## src/rtl/io_ctrl_pkg.sv

```systemverilog
// Shared types for the IN/OUT handshake controller: FSM state and pending-operation encodings.
package io_ctrl_pkg;

  typedef enum logic [1:0] {
    IDLE         = 2'd0,
    WAIT_PRESS   = 2'd1,
    WAIT_RELEASE = 2'd2
  } state_e;

  typedef enum logic {
    OP_IN  = 1'b0,
    OP_OUT = 1'b1
  } op_e;

endpackage

```

## src/rtl/enter_debouncer.sv

```systemverilog
// Enter key conditioning: 2-flop synchronizer, stability counter, filtered level and 1-cycle edge pulses.
module enter_debouncer #(
  parameter int unsigned DEBOUNCE_CYCLES = 4
) (
  input  logic clock,
  input  logic reset,
  input  logic raw_i,
  output logic level_o,
  output logic press_o,
  output logic release_o
);

  localparam int unsigned CNT_W = $clog2(DEBOUNCE_CYCLES + 1);
  localparam logic [CNT_W-1:0] CNT_LAST = CNT_W'(DEBOUNCE_CYCLES - 1);

  logic [1:0]       sync_q;
  logic             level_q, level_d;
  logic             press_q, press_d;
  logic             release_q, release_d;
  logic [CNT_W-1:0] cnt_q, cnt_d;

  // The counter only runs while the synchronized input disagrees with the filtered level;
  // the sample that completes the run flips the level and raises the matching edge pulse.
  always_comb begin
    cnt_d     = '0;
    level_d   = level_q;
    press_d   = 1'b0;
    release_d = 1'b0;
    if (sync_q[1] != level_q) begin
      if (cnt_q == CNT_LAST) begin
        level_d   = sync_q[1];
        press_d   = sync_q[1];
        release_d = ~sync_q[1];
      end else begin
        cnt_d = cnt_q + 1'b1;
      end
    end
  end

  always_ff @(posedge clock) begin
    if (reset) begin
      sync_q    <= '0;
      level_q   <= 1'b0;
      press_q   <= 1'b0;
      release_q <= 1'b0;
      cnt_q     <= '0;
    end else begin
      sync_q    <= {sync_q[0], raw_i};
      level_q   <= level_d;
      press_q   <= press_d;
      release_q <= release_d;
      cnt_q     <= cnt_d;
    end
  end

  assign level_o   = level_q;
  assign press_o   = press_q;
  assign release_o = release_q;

endmodule

```

## src/rtl/io_handshake_ctrl.sv

```systemverilog
// IN/OUT instruction sequencer: stalls the processor until the operator confirms with a debounced
// enter press and release; IN captures the switch word, OUT loads the display register.
module io_handshake_ctrl
  import io_ctrl_pkg::*;
#(
  parameter int unsigned DATA_W          = 18,
  parameter int unsigned OUT_W           = 18,
  parameter int unsigned DEBOUNCE_CYCLES = 4
) (
  input  logic              clock,
  input  logic              reset,
  input  logic              in,
  input  logic              out,
  input  logic              enter,
  input  logic [DATA_W-1:0] entrada,
  input  logic [OUT_W-1:0]  dado_saida,
  output logic              sinal,
  output logic [DATA_W-1:0] valor,
  output logic [OUT_W-1:0]  display,
  output logic              done
);

  state_e            state_q, state_d;
  op_e               op_q, op_d;
  logic              sinal_q, sinal_d;
  logic              done_q, done_d;
  logic [DATA_W-1:0] valor_q, valor_d;
  logic [OUT_W-1:0]  display_q, display_d;

  logic key_level, key_press, key_release;
  logic request, accept;

  enter_debouncer #(
    .DEBOUNCE_CYCLES(DEBOUNCE_CYCLES)
  ) u_debouncer (
    .clock    (clock),
    .reset    (reset),
    .raw_i    (enter),
    .level_o  (key_level),
    .press_o  (key_press),
    .release_o(key_release)
  );

  // A request is only accepted once the key is seen released, so a press left over from
  // the previous operation cannot confirm the new one.
  assign request = in | out;
  assign accept  = request & ~key_level;

  always_ff @(posedge clock) begin
    if (reset) begin
      state_q   <= IDLE;
      op_q      <= OP_IN;
      sinal_q   <= 1'b0;
      done_q    <= 1'b0;
      valor_q   <= '0;
      display_q <= '0;
    end else begin
      state_q   <= state_d;
      op_q      <= op_d;
      sinal_q   <= sinal_d;
      done_q    <= done_d;
      valor_q   <= valor_d;
      display_q <= display_d;
    end
  end

  always_comb begin
    state_d = state_q;
    op_d    = op_q;
    unique case (state_q)
      IDLE: begin
        if (accept) begin
          op_d    = in ? OP_IN : OP_OUT;
          state_d = WAIT_PRESS;
        end
      end
      WAIT_PRESS: begin
        if (key_press) state_d = WAIT_RELEASE;
      end
      WAIT_RELEASE: begin
        if (key_release) state_d = IDLE;
      end
      default: state_d = IDLE;
    endcase
  end

  always_comb begin
    sinal_d   = 1'b0;
    done_d    = 1'b0;
    valor_d   = valor_q;
    display_d = display_q;
    unique case (state_q)
      IDLE: begin
        sinal_d = request;
        if (accept && !in) display_d = dado_saida;
      end
      WAIT_PRESS: begin
        sinal_d = 1'b1;
        if (key_press && op_q == OP_IN) valor_d = entrada;
      end
      WAIT_RELEASE: begin
        sinal_d = ~key_release;
        done_d  = key_release;
      end
      default: ;
    endcase
  end

  assign sinal   = sinal_q;
  assign done    = done_q;
  assign valor   = valor_q;
  assign display = display_q;

endmodule

```

## config.mk

```make
export PLATFORM = sky130hd
export DESIGN_NAME = io_handshake_ctrl
export DESIGN_NICKNAME = d
export VERILOG_FILES = /design/src/rtl/io_ctrl_pkg.sv /design/src/rtl/enter_debouncer.sv /design/src/rtl/io_handshake_ctrl.sv
export SDC_FILE = /design/constraint.sdc
export NUM_CORES = 1
export LEC_CHECK = 0
export CORE_MARGIN = 2
export CORE_UTILIZATION = 30
export CTS_CLUSTER_SIZE = 16
export DETAILED_ROUTE_END_ITERATION = 10
export PLACE_DENSITY = 0.64
export SLEW_MARGIN = 20
export SYNTH_ARGS = -nofsm -noshare
export SYNTH_HDL_FRONTEND = slang
export SYNTH_SLANG_ARGS = --single-unit
```

## constraint.sdc

```tcl
create_clock -name clock -period 1.6 [get_ports clock]
set_clock_uncertainty 0.05 [all_clocks]
set_input_delay 0.48 -clock clock [delete_from_list [all_inputs] [get_ports clock]]
set_output_delay 0.48 -clock clock [all_outputs]
set_load 0.01 [all_outputs]
```

==> impl_metrics.ini <==
[run_status]
status = finished clean

[routing]
drc_errors = 0
wl_per_cell_um = 11.0
antenna_left = 0
vias_per_cell = 4.36
vias = 1580
drt_pass1_iterations = 4
wl_um = 3970
drt_iter0_drc = 35

[worst_setup_path]
cp_top_family = flip-flops
crit_fanout = 2
cp.required_ns = 1.07
crit_arrival_ns = 0.91
worstSetupPathType = reg2out
worstSetupEndpointType = output port
cp.depth = 1
worst_setup_path_start_kind = register
slowest_delay_ns = 0.35
ff2ff_path_depth = 4
cpMaxStageDelayCell = dfxtp_1
crit_buf_inv = 1
crit_path_cell_trace = dlygate4sd2_1

[timing]
drv_slew = 0
setup_violations = 0
slew-limit-headroom = 0.798
fin_crit_ns = 1.44
rsz0062_at_grt = false
hold_ws_ns = 0.373
worst_slew_pin_slew_ns = 0.302
fin_tns_setup_ns = 0
post-route-period-util = 0.901
hold_viol = 0
fmaxAchievable_mhz = 694

[clocking]
cts_made_buffers = 5
clkSinkCount = 49
cts_root_buffer = clkbuf_8
clock_latency_ns = 0.29
cts_max_path_buffers = 2
tritoncts = done
htree_levels = 2
clkTransAtPathRegs_ns = 0.09
post-cts-setup-buffers = 0

[power]
p_clk_frac = 0.313
p_sw_frac = 0.224
power_leakage_nw = 1.18
power_density_nw_per_um2 = 784
p_sw_mw = 0.503
intPower_mw = 1.74
worst_ir_drop_vdd_mv = 0.391
pwr-share-comb = 0.121
p_seq_frac = 0.566
p_total_mw = 2.24

[synth]
syn_nets = 245
yosys.area.top_type_share = 0.505
synthTopCellsByArea = dfxtp_1 (50%), nand2b_1 (12%), mux2i_1 (9.8%)
yosysWarnings = 0
syn_area_sq_um = 1940
synth_cells = 202
avgSynthCellArea_sq_um = 9.63
yosysTopAreaCell = dfxtp_1
synth_cell_type_count = 29
yosysSeqAreaShare = 0.505
ys_seq_elements = 49

[floorplan]
fp.dieH_um = 84.5
rows = 29
core-area_sq_um = 6310
die_area_sq_um = 7140
die_w_um = 84.5
pin_count = 79
start_util = 0.308

[placement]
io_buffers = 78
dp.cells = 354
hpwl_um = 2920
place_congestion = 0.705

[grt]
grt_remaining_overflow = 0
track_usage = 0.117
grt_pass1_wl_um = 6840
grt_max_degree = 32
antenna_found_initial = 0
grt_pass1_vias = 1516

[finish]
stdcell_count = 362
drive_gt1_frac = 0.0807
nets = 327
utilization = 0.453
antenna_cells = 0
area_growth_pct = 47.1

[worst_hold_path]
holdPathStages = 1
hold_class = reg2reg

[job]
drv_cap = 0
==> logic make-up after synthesis <==
logic type,share of synthesized area
AOI/OAI and AO/OA,0.0656
xor gates and xnor gates,0.00451
adders and majority gates,0.0129
buffers and inverters,0.0541
DFF,0.505
muxes,0.0978
and+or+nand+nor,0.261
==> Yosys cell counts <==
cell type and count:
a211oi_1 2, a21oi_1 20, and3b_4 1, and4bb_2 1, buf_1 1, buf_12 2
buf_2 4, buf_4 1, buf_6 1, clkbuf_1 4, dfxtp_1 49, ha_1 2
inv_1 2, mux2i_1 19, nand2_1 36, nand2b_1 36, nand3b_1 1, nand4bb_1 1
nor2_1 6, nor2b_1 2, nor3_1 1, nor3_2 1, nor4bb_1 3, o21a_1 1
o21ai_0 1, or2b_1 1, or3_1 1, or3b_2 1, xnor2_1 1
==> what timing repair did <==
action / in CTS / in global routing
hold buffers: 0 / 0
resized for setup: 38 / 0
endpoints found under the setup margin: 38 / 0
==> flip-flops by register name, summed over array words and instances (netlist names) <==
signal                 flops
display                   18
valor                     18
u_debouncer.cnt_q          3
state_q                    2
u_debouncer.sync_q         2
done                       1
op_q                       1
sinal                      1
u_debouncer.level_o        1
u_debouncer.press_o        1
u_debouncer.release_o      1
==> cells in the final DEF (no fill, tap or decap), drive strengths merged, types with 2 or more instances in the layout <==
master,instances
dfxtp,49
clkdlybuf4s50,39
dlygate4sd2,38
nand2,36
nand2b,36
a21oi,20
mux2i,19
buf,11
nor2,6
clkbuf,6
nor4bb,3
inv,3
a211oi,2
nor2b,2
ha,2
nor3,2
==> area by class of cell <==
class	count	area (sq um)
Clock buffer	6	72.6
Clock inverter	2	13.8
Fill cell	664	3450
Inverter	2	7.51
Multi-Input combinational cell	138	873
Sequential cell	49	981
Tap cell	77	96.3
Timing Repair Buffer	88	816
==> power groups by stage <==
stage | logic [mW] | registers (mW) | clock network [mW]
final | 0.271 | 1.27 | 0.703
after floorplan | 0.110 | 1.31 | 0
after global placement | 0.290 | 1.30 | 0
after detailed placement | 0.290 | 1.30 | 0
after CTS | 0.275 | 1.27 | 0.752
after global routing | 0.296 | 1.27 | 0.821
==> routing by layer <==
| layer | vias up | track usage | wire length (um) |
|---|---|---|---|
| met2 | 39 | 0.195 | 1820 |
| met3 | 6 | 0.0334 | 213 |
| met4 | 0 | 0.0390 | 43 |
| met5 | - | 0 | 0 |
| li1 | 820 | - | - |
| met1 | 715 | 0.146 | 1900 |
==> metrics by stage <==
step | setup slack (ns) | cell area (sq um)
floorplan | 0.216 | 1940
CTS | 0.135 | 2860
global placement | -0.0877 | 2820
finish | 0.159 | 2860
detailed placement | -0.119 | 2820
global route | 0.0854 | 2860
==> worst paths after layout <==
path | endpoint | start | slack (ns)
worst min-delay path | u_debouncer.cnt_q[0] | u_debouncer.cnt_q[0] | 0.37
worst max register to register | u_debouncer.cnt_q[1] | u_debouncer.cnt_q[0] | 0.23
worst max-delay path | display[5] | display[5] | 0.16
worst min register to register | u_debouncer.cnt_q[0] | u_debouncer.cnt_q[0] | 0.37
Power figures use the tool's default switching activity.
